**config.mk**
```make
export PLATFORM = sky130hd
export DESIGN_NAME = multi_channel_edge_detector_flat
export DESIGN_NICKNAME = d
export VERILOG_FILES = /design/src/rtl/edge_detect_pkg.sv /design/src/rtl/multi_channel_edge_detector_if.sv /design/src/rtl/edge_detect_channel.sv /design/src/rtl/multi_channel_edge_detector.sv /design/src/flat_wrapper.sv
export SDC_FILE = /design/constraint.sdc
export NUM_CORES = 1
export LEC_CHECK = 0
export BUFFER_PORTS_ARGS = -buffer_cell sky130_fd_sc_hd__buf_2
export CORE_UTILIZATION = 35
export CTS_CLUSTER_SIZE = 30
export DETAILED_ROUTE_END_ITERATION = 16
export MAX_ROUTING_LAYER = met4
export PLACE_DENSITY = 0.73
export REMOVE_ABC_BUFFERS = 1
export SLEW_MARGIN = 25
export SYNTH_ARGS = -nofsm -noshare
export SYNTH_HDL_FRONTEND = slang
export SYNTH_HIERARCHICAL = 1
export SYNTH_SLANG_ARGS = --single-unit
```
**constraint.sdc**
```tcl
create_clock -name clk -period 1.4 [get_ports clk]
set_input_delay 0.07 -clock clk [delete_from_list [all_inputs] [get_ports clk]]
set_output_delay 0.07 -clock clk [all_outputs]
set_load 0.1 [all_outputs]
```
**src/rtl/edge_detect_pkg.sv**
```systemverilog
// Shared types for the multi-channel edge detector: channel modes, FSM states
// and the stability-counter width helper.
package edge_detect_pkg;

    typedef enum logic [1:0] {
        MODE_OFF  = 2'b00,
        MODE_RISE = 2'b01,
        MODE_FALL = 2'b10,
        MODE_BOTH = 2'b11
    } mode_t;

    typedef enum logic {
        S_LOW  = 1'b0,
        S_HIGH = 1'b1
    } state_t;

    // A one-sample filter still needs a 1-bit counter to keep the logic uniform.
    function automatic int cnt_width(input int stable_cycles);
        return (stable_cycles > 1) ? $clog2(stable_cycles) : 1;
    endfunction

endpackage

```
**src/rtl/multi_channel_edge_detector_if.sv**
```systemverilog
// Channel bus of the edge detector: raw inputs and controls in, filtered
// levels, pulses and sticky flags out.
interface multi_channel_edge_detector_if #(
    parameter int CHANNELS = 4
);
    logic [CHANNELS-1:0]   in;
    logic [2*CHANNELS-1:0] mode;
    logic [CHANNELS-1:0]   event_clr;
    logic [CHANNELS-1:0]   level;
    logic [CHANNELS-1:0]   out;
    logic [CHANNELS-1:0]   event_flag;
    logic                  any_event;

    modport master (
        output in, mode, event_clr,
        input  level, out, event_flag, any_event
    );

    modport slave (
        input  in, mode, event_clr,
        output level, out, event_flag, any_event
    );
endinterface

```
**src/rtl/edge_detect_channel.sv**
```systemverilog
// One channel: glitch-filter FSM, stretched edge pulse and sticky event flag.
// flag_d_o exposes the next flag so the top can register any_event in step.
module edge_detect_channel
    import edge_detect_pkg::*;
#(
    parameter int STABLE_CYCLES = 1,
    parameter int PULSE_LEN     = 1
) (
    input  logic  clk,
    input  logic  rst,
    input  logic  in_i,
    input  mode_t mode_i,
    input  logic  clr_i,
    output logic  level_o,
    output logic  out_o,
    output logic  flag_o,
    output logic  flag_d_o
);
    localparam int CW = cnt_width(STABLE_CYCLES);
    localparam int PW = $clog2(PULSE_LEN + 1);
    localparam logic [CW-1:0] CNT_MAX    = CW'(STABLE_CYCLES - 1);
    localparam logic [PW-1:0] PULSE_LOAD = PW'(PULSE_LEN);

    state_t          state_q, state_d;
    logic [CW-1:0]   cnt_q, cnt_d;
    logic [PW-1:0]   pcnt_q, pcnt_d;
    logic            flag_q, flag_d;
    logic            accept;
    logic            qual;

    // Count samples that disagree with the current level; any agreeing sample restarts.
    always_comb begin
        state_d = state_q;
        cnt_d   = cnt_q;
        accept  = 1'b0;
        if (in_i != (state_q == S_HIGH)) begin
            if (cnt_q == CNT_MAX) begin
                state_d = (state_q == S_HIGH) ? S_LOW : S_HIGH;
                cnt_d   = '0;
                accept  = 1'b1;
            end else begin
                cnt_d = cnt_q + 1'b1;
            end
        end else begin
            cnt_d = '0;
        end
    end

    always_comb begin
        qual = 1'b0;
        if (accept) begin
            if (state_q == S_LOW) qual = (mode_i == MODE_RISE) || (mode_i == MODE_BOTH);
            else                  qual = (mode_i == MODE_FALL) || (mode_i == MODE_BOTH);
        end
    end

    // Retrigger reloads rather than queues; set beats clear on the flag.
    always_comb begin
        pcnt_d = pcnt_q;
        if (qual)              pcnt_d = PULSE_LOAD;
        else if (pcnt_q != '0) pcnt_d = pcnt_q - 1'b1;
        flag_d = flag_q;
        if (qual)       flag_d = 1'b1;
        else if (clr_i) flag_d = 1'b0;
    end

    always_ff @(posedge clk) begin
        if (rst) begin
            state_q <= S_LOW;
            cnt_q   <= '0;
            pcnt_q  <= '0;
            flag_q  <= 1'b0;
        end else begin
            state_q <= state_d;
            cnt_q   <= cnt_d;
            pcnt_q  <= pcnt_d;
            flag_q  <= flag_d;
        end
    end

    assign level_o  = (state_q == S_HIGH);
    assign out_o    = (pcnt_q != '0);
    assign flag_o   = flag_q;
    assign flag_d_o = flag_d;

endmodule

```
**src/rtl/multi_channel_edge_detector.sv**
```systemverilog
// Array of independent glitch-filtered edge detectors; the top only slices the
// per-channel mode field and registers the OR of all event flags.
module multi_channel_edge_detector
    import edge_detect_pkg::*;
#(
    parameter int CHANNELS      = 4,
    parameter int STABLE_CYCLES = 1,
    parameter int PULSE_LEN     = 1
) (
    input logic                         clk,
    input logic                         rst,
    multi_channel_edge_detector_if.slave bus
);
    logic [CHANNELS-1:0] flag_d;
    logic                any_event_q;

    for (genvar g = 0; g < CHANNELS; g++) begin : g_ch
        edge_detect_channel #(
            .STABLE_CYCLES (STABLE_CYCLES),
            .PULSE_LEN     (PULSE_LEN)
        ) u_ch (
            .clk      (clk),
            .rst      (rst),
            .in_i     (bus.in[g]),
            .mode_i   (mode_t'(bus.mode[2*g +: 2])),
            .clr_i    (bus.event_clr[g]),
            .level_o  (bus.level[g]),
            .out_o    (bus.out[g]),
            .flag_o   (bus.event_flag[g]),
            .flag_d_o (flag_d[g])
        );
    end

    // Built from next-state flags so it moves in the same cycle as event_flag.
    always_ff @(posedge clk) begin
        if (rst) any_event_q <= 1'b0;
        else     any_event_q <= |flag_d;
    end

    assign bus.any_event = any_event_q;

endmodule
```
**src/flat_wrapper.sv**
```systemverilog
// flat-port wrapper written by rule: the top's interface ports become plain ports
module multi_channel_edge_detector_flat import edge_detect_pkg::*;
#(
    parameter int CHANNELS      = 4,
    parameter int STABLE_CYCLES = 1,
    parameter int PULSE_LEN     = 1
)
  (clk, rst, bus_in, bus_mode, bus_event_clr, bus_level, bus_out, bus_event_flag, bus_any_event);
  multi_channel_edge_detector_if #(.CHANNELS(CHANNELS)) bus_i ();
  input logic clk;
  input logic rst;
  input wire logic [$bits(bus_i.in)-1:0] bus_in;
  input wire logic [$bits(bus_i.mode)-1:0] bus_mode;
  input wire logic [$bits(bus_i.event_clr)-1:0] bus_event_clr;
  output wire logic [$bits(bus_i.level)-1:0] bus_level;
  output wire logic [$bits(bus_i.out)-1:0] bus_out;
  output wire logic [$bits(bus_i.event_flag)-1:0] bus_event_flag;
  output wire logic [$bits(bus_i.any_event)-1:0] bus_any_event;
  assign bus_i.in = bus_in;
  assign bus_i.mode = bus_mode;
  assign bus_i.event_clr = bus_event_clr;
  assign bus_level = bus_i.level;
  assign bus_out = bus_i.out;
  assign bus_event_flag = bus_i.event_flag;
  assign bus_any_event = bus_i.any_event;
  multi_channel_edge_detector #(.CHANNELS(CHANNELS), .STABLE_CYCLES(STABLE_CYCLES), .PULSE_LEN(PULSE_LEN)) u_core (.clk(clk), .rst(rst), .bus(bus_i));
endmodule
```
==> results of run 1 <==
cells in the final DEF (no fill, tap or decap):
cell       netlist  layout
clkbuf_4         0       3
nor2_1           5       5
nand3_1          4       4
nand4bb_1        8       8
conb_1           4       4
clkinv_2         0       1
mux2i_1          4       4
nand2b_1         4       4
a21oi_1          4       4
buf_2            0      30
dfxtp_1         17      17
a31oi_1          4       4
nor4_1           1       1
metal layers:
| layer | routed length, µm | part of all wire (%) | up-vias | GRT usage, % |
|---|---|---|---|---|
| met3 | 99 | 8.8 | 2 | 7.50 |
| met1 | 537 | 48 | 219 | 14.0 |
| li1 | - | - | 263 | - |
| met5 | 0 | 0 | - | - |
| met4 | 9 | 0.80 | 0 | 5.63 |
| met2 | 474 | 42 | 22 | 19.4 |
kinds of logic (layout without fill, tap and decap cells):
group	after synthesis	after routing	share of synthesized area, %
AND/OR/NAND/NOR	22	22	26.7
multiplexers	4	4	6.67
other	4	4	2.50
buffers and inverters	0	34	0
flip-flops	17	17	56.7
AO/OA/AOI/OAI	8	8	7.50
state kept, by name (all words and copies together), names as in the netlist:
register / flops
u_core/g_ch.u_ch/flag_o: 4
u_core/g_ch.u_ch/cnt_q: 4
u_core/g_ch.u_ch/out_o: 4
u_core/bus.any_event: 1
u_core/g_ch.u_ch/level_o: 4
worst max path at each step:
stage	to	cells past startpoint	startpoint
6_report	bus_level[2]	1	u_core/g_ch[2].u_ch/level_o
5_1_grt	bus_level[3]	1	u_core/g_ch[3].u_ch/level_o
4_1_cts	bus_level[2]	1	u_core/g_ch[2].u_ch/level_o
3_5_place_dp	u_core/bus.any_event	4	u_core/g_ch[1].u_ch/level_o
3_3_place_gp	u_core/bus.any_event	4	u_core/g_ch[1].u_ch/cnt_q
2_1_floorplan	u_core/bus.any_event	4	u_core/g_ch[1].u_ch/level_o
layout make-up:
| type | instances | area share [%] |
|---|---|---|
| well taps | 16 | 2.51 |
| flip-flops and latches | 17 | 42.6 |
| repair buffers | 30 | 18.8 |
| clock buffers | 3 | 2.82 |
| clock inverters | 1 | 0.627 |
| multi-input cells | 38 | 32.6 |
tightest hold or removal path: stages:
cell	delay [ps]
buf_2	90
mux2i_1	60
nor2_1	70
power by group through the flow:
| stage | Sequential [mW] | Clock [mW] | Combinational, mW |
|---|---|---|---|
| final | 0.524 | 0.255 | 0.231 |
| after detailed placement | 0.535 | 0 | 0.231 |
| after global placement | 0.534 | 0 | 0.230 |
| after floorplan | 0.672 | 0 | 0.0396 |
| after global routing | 0.527 | 0.289 | 0.240 |
| after CTS | 0.524 | 0.269 | 0.232 |
stage by stage:
| step | utilization (%) | std cells | hold slack (ps) |
|---|---|---|---|
| final | 51.2 | 105 | 32.3 |
| after global routing | 51.2 | 105 | 40.0 |
| after CTS | 51.2 | 105 | 28.7 |
| after detailed placement | 49.4 | 101 | 338 |
| after global placement | 49.4 | 101 | 326 |
| after floorplan | - | 55 | 139 |
==> flow_metrics.py, run 1 <==
metrics = {
    "sta": {
        "final_max_slew_viol_count": 0,
        "finalSetupViolations": 0,
        "maxClockFrequency_ghz": 0.850,
        "period_share_pct": 84.1,
        "hold_viol_final": 0,
        "rsz0062_at_grt": "no",
        "fin_ws_ps": 223,
        "clock_skew_ps": 1.33,
        "min_period_ps": 1180,
        "finalSetupTns_ps": 0,
    },
    "die": {
        "die_x_um": 43.4,
        "core_region_area_mm2": 0.00156,
        "start_util_pct": 38.5,
        "fp.dieH_um": 43.4,
        "num_io_pins": 31,
        "dieArea_mm2": 0.00189,
        "num_rows": 14,
    },
    "drt": {
        "post-route-drc-count": 7,
        "drt_iter0_markers": 15,
        "wl_per_cell_um": 10.7,
        "ant_nets": 0,
        "vias_per_cell": 4.82,
        "wirelength_um": 1120,
        "first_pass_iters": 10,
        "num_vias": 506,
    },
    "global_routing": {
        "grt_pass1_wl_um": 1680,
        "grt.overflow.total": 0,
        "grt_pass1_vias": 432,
        "grt_max_degree": 14,
        "antenna_found_initial": 0,
        "grtUsageTotal_pct": 13.0,
    },
    "synth": {
        "ys.flop_type": "dfxtp_1",
        "synth_edf_count": 0,
        "yosysWarnings": 6,
        "ys_seq_area_share_pct": 56.7,
        "avgSynthCellArea_um2": 10.9,
        "ys_seq_elements": 17,
        "yosysTopAreaCellShare_pct": 56.7,
        "synth_largest_area_cell": "dfxtp_1",
        "async_flop_share_pct": 0,
        "synthTopCellsByCount": "dfxtp_1 (17), nand4bb_1 (8), nor2_1 (5)",
        "synth_area_leaders": "dfxtp_1 (57%), nand4bb_1 (15%), mux2i_1 (6.7%)",
        "synthDistinctLibCells": 10,
        "synth_cells": 55,
        "post-synth-top-count-cell": "dfxtp_1",
        "syn_area_um2": 601,
    },
    "hold_path": {
        "min_from": "bus_in[3]",
        "hold_depth": 3,
        "whs_endpoint": "u_core/g_ch[3].u_ch/level_o",
        "hp-class": "in -> reg",
    },
    "layout": {
        "fillers": 148,
        "drive_above_1_share_pct": 38.2,
        "areaGrowthSynthToFinish_pct": 32.9,
        "final_area_um2": 798,
        "ff_latch_area_um2": 340,
        "num_antenna_cells": 0,
        "layout.nets": 108,
        "multi_input_area_um2": 260,
    },
    "clock_tree": {
        "cts.sink_count": 17,
        "ctsResizeCount": 0,
        "path_clk_slew_ps": 90,
        "cts_tree": "yes",
        "hold_buffers": 0,
        "cts_setup_buffers": 0,
        "numCtsBuffers": 3,
        "insertion_delay_ps": 290,
        "clockBufferDepth": 2,
        "clockRootBuffer": "clkbuf_4",
        "h-tree-depth": 1,
    },
    "setup_path": {
        "critPathTopFamily": "buffers and inverters",
        "worst-path-buf-inv": 1,
        "worstPathArrival_ps": 1110,
        "start_kind": "flop",
        "r2r-start": "u_core/g_ch[1].u_ch/level_o",
        "path_cells": "buf_2",
        "reg2regPathDepth": 4,
        "rr_endpoint": "u_core/bus.any_event",
        "cpMaxStageDelayCell": "buf_2",
        "worstPathMaxFanout": 4,
        "endpoint_kind": "primary output",
        "cp_data_required_time_ps": 1330,
        "rrSetupSlack_ps": 310,
        "critPathMaxStageDelay_ps": 440,
        "path_class": "reg -> out",
    },
    "power_and_ir_drop": {
        "p_leak_nw": 0.395,
        "power_frac_seq_pct": 51.9,
        "power-per-cell-area_mw_per_mm2": 1270,
        "p_total_mw": 1.01,
        "p_switching_uw": 339,
        "pwr-share-clk_pct": 25.2,
        "irDropWorstVdd_mv": 0.695,
        "p_sw_share_pct": 33.6,
        "power_frac_comb_pct": 22.9,
        "p_int_uw": 671,
    },
    "flow_run": {
        "cap_violations": 0,
    },
    "placed_design": {
        "dpl_cell_area_um2": 771,
        "globalplace.congestion": 0.703,
        "io_buffers": 30,
        "dp_hpwl_um": 831,
        "dp_slack_ps": 329,
    },
    "outcome": {
        "status": "finished, violations left",
        "violations": "DRC",
    },
}
(Power assumes the default switching activity.)
==> run 2, diff against run 1 <==
- ABC_AREA: unset -> 1
- PLACE_DENSITY: 0.73 -> 0.72
- clock period: 1.4 -> 1.2 ns (I/O delays scaled with it)
==> run 2 against run 1 <==
- the flow now finishes without violations
- combinational power up 48%
- clock power increased by 15%
- die area is 8.3% higher
- clock skew up 3.3 ps
- highest routed layer is now met3
- largest cell class unchanged
- sequential power increased by 18%
- cell count grew 44%
==> flow_metrics.py, run 2 <==
metrics = {
    "setup_path": {
        "cp_num_cells": 1,
        "r2r-start": "u_core/g_ch[3].u_ch/level_o",
        "worstPathMaxFanout": 2,
        "critPathMaxStageDelay_ps": 420,
        "rr_endpoint": "u_core/bus.any_event",
        "start_kind": "flop",
        "cp_data_required_time_ps": 1140,
        "rrSetupSlack_ps": 120,
        "reg2regPathDepth": 7,
        "critPathTopFamily": "buffers and inverters",
        "worst-path-buf-inv": 1,
        "endpoint_kind": "primary output",
        "path_cells": "buf_2",
        "worstPathArrival_ps": 1040,
        "crit_start": "u_core/g_ch[1].u_ch/flag_o",
        "path_class": "reg -> out",
        "cpMaxStageDelayCell": "buf_2",
    },
    "synth": {
        "synth_xor_area_share_pct": 0,
        "synth_area_leaders": "dfxtp_1 (52%), nand2_1 (14%), nor2_1 (13%)",
        "synth_fa_ha_area_share_pct": 0,
        "synth_edf_count": 0,
        "synthMuxAreaShare_pct": 0,
        "post-synth-top-count-cell": "nand2_1",
        "async_flop_share_pct": 0,
        "synthTopCellsByCount": "nand2_1 (24), nor2_1 (22), dfxtp_1 (17)",
        "synthDistinctLibCells": 9,
        "ys_seq_area_share_pct": 52.1,
        "yosysTopAreaCellShare_pct": 52.1,
        "synth_largest_area_cell": "dfxtp_1",
        "synth_top_family_by_area": "simple AND/OR/NAND/NOR gates",
        "ys.flop_type": "dfxtp_1",
        "avgSynthCellArea_um2": 7.10,
        "syn_area_um2": 653,
        "synth_cells": 92,
        "synth_compound_area_share_pct": 9.20,
        "yosysWarnings": 6,
        "yosys.area_share.simple_pct": 29.5,
        "ys_seq_elements": 17,
    },
    "die": {
        "die_x_um": 45.2,
        "num_rows": 15,
        "core_region_area_mm2": 0.00175,
        "start_util_pct": 37.4,
        "fp.dieH_um": 45.2,
        "num_io_pins": 31,
        "dieArea_mm2": 0.00204,
    },
    "sta": {
        "clock_skew_ps": 4.67,
        "whs_ps": 52.9,
        "hold_viol_final": 0,
        "min_period_ps": 1100,
        "rsz0062_at_grt": "no",
        "finalSetupViolations": 0,
        "final_max_slew_viol_count": 0,
        "period_share_pct": 91.4,
        "finalSetupTns_ps": 0,
        "maxClockFrequency_ghz": 0.912,
    },
    "hold_path": {
        "hp-class": "in -> reg",
        "hold_depth": 4,
        "whs_endpoint": "u_core/g_ch[2].u_ch/flag_o",
        "min_from": "bus_event_clr[2]",
    },
    "placed_design": {
        "globalplace.congestion": 0.662,
        "io_buffers": 30,
        "dpl_cell_area_um2": 880,
        "dp_hpwl_um": 865,
    },
    "drt": {
        "post-route-drc-count": 0,
        "num_vias": 613,
        "ant_nets": 0,
        "drt_iter0_markers": 1,
        "wl_per_cell_um": 7.20,
        "first_pass_iters": 3,
        "vias_per_cell": 4.06,
        "wirelength_um": 1090,
    },
    "clock_tree": {
        "numCtsBuffers": 3,
        "ctsResizeCount": 1,
        "clockRootBuffer": "clkbuf_4",
        "hold_buffers": 0,
        "insertion_delay_ps": 280,
        "clockBufferDepth": 2,
        "path_clk_slew_ps": 100,
        "h-tree-depth": 1,
        "cts_setup_buffers": 0,
        "cts.sink_count": 17,
        "cts_tree": "yes",
    },
    "layout": {
        "fin_util_pct": 52.1,
        "layout_common_cells": "buf_2 (26), nand2_1 (24), nor2_1 (22)",
        "drive_above_1_share_pct": 30.2,
        "num_antenna_cells": 0,
        "final_area_um2": 910,
        "areaGrowthSynthToFinish_pct": 39.3,
        "layout.nets": 145,
        "layout_commonest_cell": "buf_2",
    },
    "global_routing": {
        "grt_pass1_vias": 504,
        "grt.overflow.total": 0,
        "gr-usage-met3_pct": 3.60,
        "grt_max_degree": 14,
        "met1_usage_pct": 14.7,
        "top_usage_layer": "met2",
        "antenna_found_initial": 0,
        "grt_pass1_wl_um": 1920,
        "use_met2_pct": 22.6,
        "grtUsageTotal_pct": 13.4,
    },
    "flow_run": {
        "cap_violations": 0,
    },
    "power_and_ir_drop": {
        "p_leak_nw": 0.501,
        "power-per-cell-area_mw_per_mm2": 1380,
        "irDropWorstVdd_mv": 0.786,
        "p_total_mw": 1.25,
    },
    "outcome": {
        "status": "complete, no violations",
    },
}
-- run 2: power by group --
part / leakage (nW) / internal [mW] / switching [mW]
logic: 0.343 / 0.0897 / 0.251
registers: 0.141 / 0.596 / 0.0237
clock network: 0.0177 / 0.123 / 0.169
total: 0.501 / 0.809 / 0.444
-- run 2: worst max-delay path by stage --
stage                                       to
after floorplan           u_core/bus.any_event
after global placement    u_core/bus.any_event
after detailed placement  u_core/bus.any_event
after CTS                    bus_event_flag[1]
after global routing      u_core/bus.any_event
final                        bus_event_flag[1]
-- run 2: tightest hold or removal path, stage by stage --
cell	delay, ps
buf_2	70
inv_1	30
nand2_1	80
a21oi_2	60
-- run 2: through the flow --
stage	cells	setup slack (ps)
after floorplan	92	-458
after global placement	147	138
after detailed placement	147	136
after CTS	151	91.0
after global routing	151	12.1
final	151	104
-- run 2: final cells by class --
cell class / count / area (µm²)
fill: 179 / 836
sequential: 17 / 340
multi-input combinational: 63 / 268
timing repair buffer: 30 / 198
inverter: 12 / 45.0
tap: 25 / 31.3
clock buffer: 3 / 22.5
clock inverter: 1 / 5.00
-- run 2: kinds of logic (layout without fill, tap and decap cells) --
family	Yosys count	after routing
compound gates	9	9
simple gates	50	50
flops	17	17
buf+inv	12	46
other cells	4	4
-- run 2: per-layer routing --
layer  vias up  wire (µm)
li1        338          -
met1       256        523
met2        19        484
met3         0         79
met4         0          0
met5         -          0
==> run 3, diff against run 2 <==
- BUFFER_PORTS_ARGS: -buffer_cell sky130_fd_sc_hd__buf_2 -> unset
- DONT_BUFFER_PORTS: unset -> 1
- PLACE_DENSITY: 0.72 -> 0.58
- RECOVER_POWER: unset -> 50
==> run 3 against run 2 <==
- maximum frequency grew 1.3%
- global-route usage grew 0.85 points
- clock power is essentially flat
- critical path depth stayed put
- combinational power shrank 5%
- sequential share of layout area grew 1.3 points
- register-to-register slack better by 60 ps
- routed wire length grew 14%
- critical path type unchanged
==> flow_metrics.py, run 3 (same netlist as run 2, synthesis figures left out) <==
metrics = {
    "global_routing": {
        "grt_pass1_wl_um": 1950,
        "grtUsageTotal_pct": 14.2,
        "antenna_found_initial": 0,
        "grt_max_degree": 14,
        "grt_pass1_vias": 519,
        "grt.overflow.total": 0,
    },
    "outcome": {
        "status": "complete, no violations",
    },
    "layout": {
        "final_cells": 143,
        "areaGrowthSynthToFinish_pct": 35.1,
        "layout_commonest_cell": "nand2_1",
        "layout_common_cells": "nand2_1 (24), nor2_1 (22), dfxtp_1 (16)",
        "layout.nets": 137,
        "num_antenna_cells": 0,
        "drive_above_1_share_pct": 16.1,
        "fin_util_pct": 50.5,
    },
    "setup_path": {
        "rrSetupSlack_ps": 180,
        "cp_data_required_time_ps": 1140,
        "r2r-start": "u_core/g_ch[2].u_ch/level_o",
        "path_cells": "buf_2",
        "crit_path_end": "bus_out[3]",
        "critPathTopFamily": "buffers and inverters",
        "rr_endpoint": "u_core/bus.any_event",
        "start_kind": "flop",
        "cp_num_cells": 1,
        "cpMaxStageDelayCell": "buf_2",
        "critPathMaxStageDelay_ps": 420,
        "reg2regPathDepth": 7,
        "crit_start": "u_core/g_ch[3].u_ch/out_o",
        "worst-path-buf-inv": 1,
        "worstPathMaxFanout": 1,
        "path_class": "reg -> out",
        "worstPathArrival_ps": 1020,
        "endpoint_kind": "primary output",
    },
    "sta": {
        "rsz0062_at_grt": "no",
        "finalSetupViolations": 0,
        "clock_skew_ps": 4.31,
        "min_period_ps": 1080,
        "maxClockFrequency_ghz": 0.923,
        "slew_headroom_pct": 65.2,
        "worst_slew_pin_slew_ps": 521,
        "period_share_pct": 90.2,
        "hold_viol_final": 0,
        "final_max_slew_viol_count": 0,
        "whs_ps": 73.3,
    },
    "clock_tree": {
        "clockBufferDepth": 2,
        "cts_setup_buffers": 0,
        "cts.sink_count": 17,
        "cts_tree": "yes",
        "path_clk_slew_ps": 90,
        "insertion_delay_ps": 280,
        "numCtsBuffers": 3,
        "clockRootBuffer": "clkbuf_4",
        "h-tree-depth": 1,
    },
    "die": {
        "num_io_pins": 31,
        "fp.dieH_um": 45.2,
        "dieArea_mm2": 0.00204,
        "num_rows": 15,
        "die_x_um": 45.2,
        "start_util_pct": 37.4,
        "core_region_area_mm2": 0.00175,
    },
    "drt": {
        "wl_per_cell_um": 8.69,
        "drt_iter0_markers": 6,
        "wirelength_um": 1240,
        "num_vias": 601,
        "post-route-drc-count": 0,
        "vias_per_cell": 4.20,
        "ant_nets": 0,
        "first_pass_iters": 3,
    },
    "placed_design": {
        "dpl.cell_count": 130,
        "dp_hpwl_um": 867,
        "io_buffers": 0,
        "globalplace.congestion": 0.664,
    },
    "power_and_ir_drop": {
        "power-per-cell-area_mw_per_mm2": 1400,
        "p_leak_nw": 0.459,
        "irDropWorstVdd_mv": 0.782,
    },
    "flow_run": {
        "cap_violations": 0,
    },
    "hold_path": {
        "hp-class": "in -> reg",
    },
}
==> run 3: final cells by class <==
| cell class | count | area, µm² |
|---|---|---|
| fillers | 193 | 863 |
| clock buffers | 4 | 26.3 |
| multi-input cells | 63 | 260 |
| flip-flops and latches | 17 | 342 |
| repair buffers | 22 | 178 |
| inverters | 12 | 45.0 |
| well taps | 25 | 31.3 |
==> run 3: through the flow <==
step                instance area, µm²  power [mW]  setup TNS (ps)  setup slack [ps]
CTS                                898        1.26               0               119
global placement                   782       0.925               0               209
global route                       882        1.29               0              22.5
detailed placement                 782       0.930               0               183
floorplan                          653       0.878           -3240              -458
finish                             882        1.23               0               117
==> run 3: power breakdown <==
part / internal (mW) / switching [mW]
registers: 0.597 / 0.0193
clock network: 0.129 / 0.162
logic: 0.0773 / 0.247
==> run 3: repair_timing <==
item,CTS,global route
hold buffers,9,0
hold endpoints to repair,13,0
gates resized for setup,0,1
setup endpoints to repair,0,1
==> run 3: worst min-delay path: stages <==
cell	delay, ps
inv_1	30
o21ai_0	60
nand2_1	120
nor2_1	50
==> run 3: per-layer routing <==
metal / wire [µm] / track usage (%) / vias to the layer above
li1: - / - / 325
met1: 558 / 15.2 / 255
met2: 586 / 23.8 / 21
met3: 97 / 6.40 / 0
met4: 0 / 3.64 / 0
met5: 0 / - / -
==> run 3: how the worst min path moves through the flow <==
stage	from	end	slack, ps	cells after the start
floorplan	rst	u_core/g_ch[0].u_ch/flag_o	120	1
global placement	rst	u_core/g_ch[2].u_ch/flag_o	120	1
detailed placement	rst	u_core/g_ch[3].u_ch/flag_o	130	1
CTS	bus_mode[2]	u_core/g_ch[1].u_ch/out_o	60	4
global route	bus_in[3]	u_core/g_ch[3].u_ch/out_o	80	4
finish	bus_mode[2]	u_core/g_ch[1].u_ch/out_o	70	4
